$ cat src/rtl/regfile_wb_if.sv
// regfile_wb_if
//   Bundles the write-back bus around the register file's single write port.
//   Producer side (ALU / memory write-back) and the register file read-address
//   side are driven by the master. The arbiter is the slave.
//
//   Signals:
//     hold                    stall: no request is granted while high
//     a_valid/a_id/a_data     ALU write request        a_ready  ALU accepted
//     m_valid/m_id/m_data     memory (load) request    m_ready  memory accepted
//     wr/reg_id_w/data_in     registered write port towards the register file
//     rd_id1/rd_id2           read addresses being issued by decode
//     hazard1/hazard2         pending write to the matching read address
//     starve_cnt              debug view of the ALU starvation counter
interface regfile_wb_if #(
  parameter int N     = 32,
  parameter int ASIZE = 5,
  parameter int SW    = 2
);
  logic             hold;
  logic             a_valid;
  logic [ASIZE-1:0] a_id;
  logic [N-1:0]     a_data;
  logic             a_ready;
  logic             m_valid;
  logic [ASIZE-1:0] m_id;
  logic [N-1:0]     m_data;
  logic             m_ready;
  logic             wr;
  logic [ASIZE-1:0] reg_id_w;
  logic [N-1:0]     data_in;
  logic [ASIZE-1:0] rd_id1;
  logic [ASIZE-1:0] rd_id2;
  logic             hazard1;
  logic             hazard2;
  logic [SW-1:0]    starve_cnt;

  modport slave (
    input  hold, a_valid, a_id, a_data, m_valid, m_id, m_data, rd_id1, rd_id2,
    output a_ready, m_ready, wr, reg_id_w, data_in, hazard1, hazard2, starve_cnt
  );

  modport master (
    output hold, a_valid, a_id, a_data, m_valid, m_id, m_data, rd_id1, rd_id2,
    input  a_ready, m_ready, wr, reg_id_w, data_in, hazard1, hazard2, starve_cnt
  );
endinterface

$ cat src/rtl/regfile_wb_arbiter.sv
// regfile_wb_arbiter
//   Arbitrates the ALU and memory write-back stages onto the register file's
//   single write port and flags read-after-write hazards for decode.
//
//   Ports:
//     clk   clock
//     rst   synchronous, active-high reset
//     bus   regfile_wb_if.slave (requests, write port, hazard outputs)
//
//   Handshake: a request transfers on a rising edge where valid and ready are
//   both high. A requester keeps valid/id/data stable until it sees ready.
//   Ready is combinational and at most one of a_ready/m_ready is high.
module regfile_wb_arbiter #(
  parameter int N      = 32,
  parameter int R      = 32,
  parameter int ASIZE  = $clog2(R),
  parameter int STARVE = 3
) (
  input  logic        clk,
  input  logic        rst,
  regfile_wb_if.slave bus
);
  localparam int SW = $clog2(STARVE + 1);

  logic [SW-1:0]    r_starve_cnt;
  logic             r_wr;
  logic [ASIZE-1:0] r_reg_id_w;
  logic [N-1:0]     r_data_in;

  logic w_a_win;
  logic w_a_ready;
  logic w_m_ready;

  // Memory has fixed priority; a starved ALU request overrides it.
  assign w_a_win   = bus.a_valid && (!bus.m_valid || (r_starve_cnt == SW'(STARVE)));
  assign w_a_ready = !rst && !bus.hold && w_a_win;
  assign w_m_ready = !rst && !bus.hold && bus.m_valid && !w_a_win;

  always_ff @(posedge clk) begin
    if (rst) begin
      r_starve_cnt <= '0;
    end else if (!bus.hold) begin
      if (!bus.a_valid || w_a_ready)
        r_starve_cnt <= '0;
      else if (r_starve_cnt != SW'(STARVE))
        r_starve_cnt <= r_starve_cnt + 1'b1;
    end
  end

  // Register-0 writes are accepted but never asserted on wr; address and data
  // still load so the port always shows the last granted request.
  always_ff @(posedge clk) begin
    if (rst) begin
      r_wr       <= 1'b0;
      r_reg_id_w <= '0;
      r_data_in  <= '0;
    end else if (w_a_ready) begin
      r_wr       <= (bus.a_id != '0);
      r_reg_id_w <= bus.a_id;
      r_data_in  <= bus.a_data;
    end else if (w_m_ready) begin
      r_wr       <= (bus.m_id != '0);
      r_reg_id_w <= bus.m_id;
      r_data_in  <= bus.m_data;
    end else begin
      r_wr <= 1'b0;
    end
  end

  // A read address is hazardous if any write to it is staged or requested.
  function automatic logic hit(input logic [ASIZE-1:0] rd);
    return (rd != '0) &&
           ((r_wr && (r_reg_id_w == rd)) ||
            (bus.a_valid && (bus.a_id == rd)) ||
            (bus.m_valid && (bus.m_id == rd)));
  endfunction

  assign bus.a_ready    = w_a_ready;
  assign bus.m_ready    = w_m_ready;
  assign bus.wr         = r_wr;
  assign bus.reg_id_w   = r_reg_id_w;
  assign bus.data_in    = r_data_in;
  assign bus.hazard1    = !rst && hit(bus.rd_id1);
  assign bus.hazard2    = !rst && hit(bus.rd_id2);
  assign bus.starve_cnt = r_starve_cnt;
endmodule

$ cat src/flat_wrapper.sv
// flat-port wrapper written by rule: the top's interface ports become plain ports
module regfile_wb_arbiter_flat 
#(
  parameter int N      = 32,
  parameter int R      = 32,
  parameter int ASIZE  = $clog2(R),
  parameter int STARVE = 3
)
  (clk, rst, bus_hold, bus_a_valid, bus_a_id, bus_a_data, bus_m_valid, bus_m_id, bus_m_data, bus_rd_id1, bus_rd_id2, bus_a_ready, bus_m_ready, bus_wr, bus_reg_id_w, bus_data_in, bus_hazard1, bus_hazard2, bus_starve_cnt);
  regfile_wb_if #(.N(N), .ASIZE(ASIZE), .SW(2)) bus_i ();
  input  logic clk;
  input  logic rst;
  input wire logic [$bits(bus_i.hold)-1:0] bus_hold;
  input wire logic [$bits(bus_i.a_valid)-1:0] bus_a_valid;
  input wire logic [$bits(bus_i.a_id)-1:0] bus_a_id;
  input wire logic [$bits(bus_i.a_data)-1:0] bus_a_data;
  input wire logic [$bits(bus_i.m_valid)-1:0] bus_m_valid;
  input wire logic [$bits(bus_i.m_id)-1:0] bus_m_id;
  input wire logic [$bits(bus_i.m_data)-1:0] bus_m_data;
  input wire logic [$bits(bus_i.rd_id1)-1:0] bus_rd_id1;
  input wire logic [$bits(bus_i.rd_id2)-1:0] bus_rd_id2;
  output wire logic [$bits(bus_i.a_ready)-1:0] bus_a_ready;
  output wire logic [$bits(bus_i.m_ready)-1:0] bus_m_ready;
  output wire logic [$bits(bus_i.wr)-1:0] bus_wr;
  output wire logic [$bits(bus_i.reg_id_w)-1:0] bus_reg_id_w;
  output wire logic [$bits(bus_i.data_in)-1:0] bus_data_in;
  output wire logic [$bits(bus_i.hazard1)-1:0] bus_hazard1;
  output wire logic [$bits(bus_i.hazard2)-1:0] bus_hazard2;
  output wire logic [$bits(bus_i.starve_cnt)-1:0] bus_starve_cnt;
  assign bus_i.hold = bus_hold;
  assign bus_i.a_valid = bus_a_valid;
  assign bus_i.a_id = bus_a_id;
  assign bus_i.a_data = bus_a_data;
  assign bus_i.m_valid = bus_m_valid;
  assign bus_i.m_id = bus_m_id;
  assign bus_i.m_data = bus_m_data;
  assign bus_i.rd_id1 = bus_rd_id1;
  assign bus_i.rd_id2 = bus_rd_id2;
  assign bus_a_ready = bus_i.a_ready;
  assign bus_m_ready = bus_i.m_ready;
  assign bus_wr = bus_i.wr;
  assign bus_reg_id_w = bus_i.reg_id_w;
  assign bus_data_in = bus_i.data_in;
  assign bus_hazard1 = bus_i.hazard1;
  assign bus_hazard2 = bus_i.hazard2;
  assign bus_starve_cnt = bus_i.starve_cnt;
  regfile_wb_arbiter #(.N(N), .R(R), .ASIZE(ASIZE), .STARVE(STARVE)) u_core (.clk(clk), .rst(rst), .bus(bus_i));
endmodule
$ cat config.mk
export PLATFORM = sky130hd
export DESIGN_NAME = regfile_wb_arbiter_flat
export DESIGN_NICKNAME = d
export VERILOG_FILES = /design/src/rtl/regfile_wb_if.sv /design/src/rtl/regfile_wb_arbiter.sv /design/src/flat_wrapper.sv
export SDC_FILE = /design/constraint.sdc
export NUM_CORES = 1
export LEC_CHECK = 0
export BUFFER_PORTS_ARGS = -buffer_cell sky130_fd_sc_hd__buf_2
export CORE_MARGIN = 2
export CORE_UTILIZATION = 30
export CTS_CLUSTER_DIAMETER = 30
export CTS_CLUSTER_SIZE = 16
export DETAILED_ROUTE_END_ITERATION = 12
export GPL_ROUTABILITY_DRIVEN = 0
export REMOVE_ABC_BUFFERS = 1
export SLEW_MARGIN = 40
export SYNTH_ARGS = -nofsm -noshare
export SYNTH_HDL_FRONTEND = slang
export SYNTH_SLANG_ARGS = --single-unit
$ cat constraint.sdc
create_clock -name clk -period 2 [get_ports clk]
set_input_delay 0.3 -clock clk [delete_from_list [all_inputs] [get_ports clk]]
set_output_delay 0.3 -clock clk [all_outputs]
set_load 0.01 [all_outputs]
==> results.yml <==
outcome:
  status: "completed"
grt:
  busiest_layer: "met2"
  grt_pass1_wl_mm: 10.5
  overflow: 0
  grtUsageMet2: 0.253
  grtUsageTotal: 0.153
  grt_pass1_vias: 2205
  antenna_found_initial: 0
  grt_max_degree: 41
  grt.met3_usage: 0.0319
  use_met1: 0.211
synthesis:
  synth_top_area_frac: 0.361
  ys_seq_elements: 40
  synth_top_family_by_area: "compound AO/OA/AOI/OAI gates"
  synth_xor_area_frac: 0.119
  synthDistinctLibCells: 27
  synth_edf_count: 0
  yosys-top-cells-area: "dfxtp_1, a211oi_2, o22ai_1, xor2_1, inv_1"
  seq_area_frac_synth: 0.361
  synth.avg_cell_area_um2: 9.31
  synthArstFlopShare: 0
  ys_warn_count: 0
  yosysMostFrequentCell: "dfxtp_1"
  synthTopCellsByCount: "dfxtp_1, inv_1, o22ai_1"
  synthMuxAreaShare: 0.00452
  synth_top_cell_by_area: "dfxtp_1"
  synth-simple-area-share: 0.0881
  syn_area_um2: 2220
  synth_compound_area_frac: 0.311
  synth_fa_ha_area_frac: 0.00565
  synth_ff_type: "dfxtp_1"
  postSynthCellCount: 238
timing:
  fmax_mhz: 503
  fin_hold_ws_ps: 318
  fin_crit_ps: 1990
  final_hold_viol_count: 0
  setup_ws_ps: 12.2
  tightest_slew_ps: 404
  rsz0062_at_grt: "yes"
  period_share: 0.994
  slew_viol_final: 0
  slew_headroom: 0.731
  final.setup.tns_ps: 0
  clock_skew_ps: 6.42
  setup_viol: 0
placement:
  placed_cell_area_um2: 2980
  placed_cells: 460
  port_buffers: 132
  place_ws_ps: 74.8
  dp_hpwl_mm: 4.82
power_and_ir_drop:
  seqPwrFrac: 0.439
  power_frac_comb: 0.225
  peakVddDrop_mv: 0.356
  leakage_nw: 1.42
  clockPowerShare: 0.336
  swShare: 0.282
  p_sw_w: 0.000568
  p_int_w: 0.00145
  power_density_nw_per_um2: 640
cells_and_area:
  drive_gt1_frac: 0.508
  layoutNonFillerInstCount: 471
  fin_nets: 461
  post-route-cell-area_um2: 3150
  fillers: 776
  syn2layout_area_growth_pct: 42.1
  diodes: 0
floorplan:
  die_area_um2: 8090
  ios: 133
  core_area_um2: 7210
  fp.dieH_um: 89.9
  die-width_um: 89.9
  rows: 31
  start_util: 0.307
clock_network:
  cts_tree: "yes"
  path_clk_slew_ps: 90
  cts_root_buffer: "clkbuf_8"
  cts_hold_buf: 0
  cts.sinks: 40
  clock_path_buffers: 2
  htreeDepth: 2
  cts_buffers: 5
  insertion_delay_ps: 290
setup_path:
  cp-start-kind: "register"
  critPathKind: "register to output pin"
  cp-end-kind: "output pin"
  crit_path_start: "u_core.bus.reg_id_w[1]"
  arrival_ps: 1690
  critPathRequiredTime_ps: 1700
  r2r-start: "u_core.bus.starve_cnt[1]"
  critPathMaxFanout: 2
routing:
  via_per_inst: 4.75
  drtPass1Iterations: 4
  vias: 2236
  wire_per_inst_um: 13.2
  routed_wl_mm: 6.20
  drc: 0
  drt.antenna.violating_nets: 0
  drt_iter0_drc: 58
min_path:
  hold_start: "bus_m_data[20]"
  worstHoldPathType: "input port to register"
job:
  cap_violations: 0
==> through the flow <==
stage / total power [W] / utilization
global placement: 0.00134 / 0.412
CTS: 0.00204 / 0.431
detailed placement: 0.00135 / 0.412
floorplan: 0.00111 / -
finish: 0.00201 / 0.436
global route: 0.00214 / 0.436
==> cell usage in the layout (no fill, tap or decap), types with 6 or more instances in the layout <==
master,n
a211oi_1,7
a211oi_2,30
buf_2,132
buf_4,8
dfxtp_1,37
inv_1,37
nand3_1,6
nor2_1,7
o22ai_1,37
xnor2_1,6
xor2_1,24
==> worst max-delay path, stage by stage, from the launching register on <==
cell and delay [ps]:
dfxtp_4 360, xor2_1 160, nor4_2 360, nand3_1 120, a311oi_1 230, buf_2 170
==> state kept, by name, summed over array words and instances (netlist names) <==
name / flops
u_core.bus.wr: 1
u_core.bus.starve_cnt: 2
u_core.bus.reg_id_w: 5
u_core.bus.data_in: 32
==> power by group through the flow <==
stage               logic (W)  clock network, W  registers (W)
global route         0.000498          0.000748       0.000894
CTS                  0.000450          0.000710       0.000885
floorplan            0.000180                 0       0.000928
detailed placement   0.000444                 0       0.000904
global placement     0.000436                 0       0.000902
finish               0.000454          0.000677       0.000884
==> logic make-up (layout without fill, tap and decap cells) <==
family	after synthesis	count (layout)
compound gates	78	78
fa+ha+maj	1	1
flops	40	40
simple gates	33	33
buf+inv	55	189
mux	1	1
xor+xnor	30	30
==> path summary, 6_finish.rpt <==
kind / end / cells after the start / slack, ps
worst min register to register: u_core.bus.data_in[31] / 2 / 460
worst max-delay path: bus_hazard2 / 5 / 10
worst min-delay path: u_core.bus.data_in[20] / 3 / 320
worst max register to register: u_core.bus.data_in[22] / 6 / 220
==> routing by layer <==
layer	up-vias	wire length, µm
met2	86	2890
met4	0	28
li1	1127	-
met1	1019	2870
met5	-	0
met3	4	409
==> repair_timing <==
item                                    in CTS  in global routing
pin swaps                                    3                  1
setup buffers                                1                  2
endpoints found under the setup margin       1                 21
resized for setup                            4                  3
==> cell type report <==
cell class	instances	area (µm²)	area share
Tap cell	99	124	0.0393
Clock buffer	5	68.8	0.0219
Inverter	38	148	0.0469
Multi-Input combinational cell	143	1180	0.376
Clock inverter	3	46.3	0.0147
Sequential cell	40	807	0.256
Timing Repair Buffer	143	772	0.245
No activity file was read; power rests on OpenSTA's default activity.
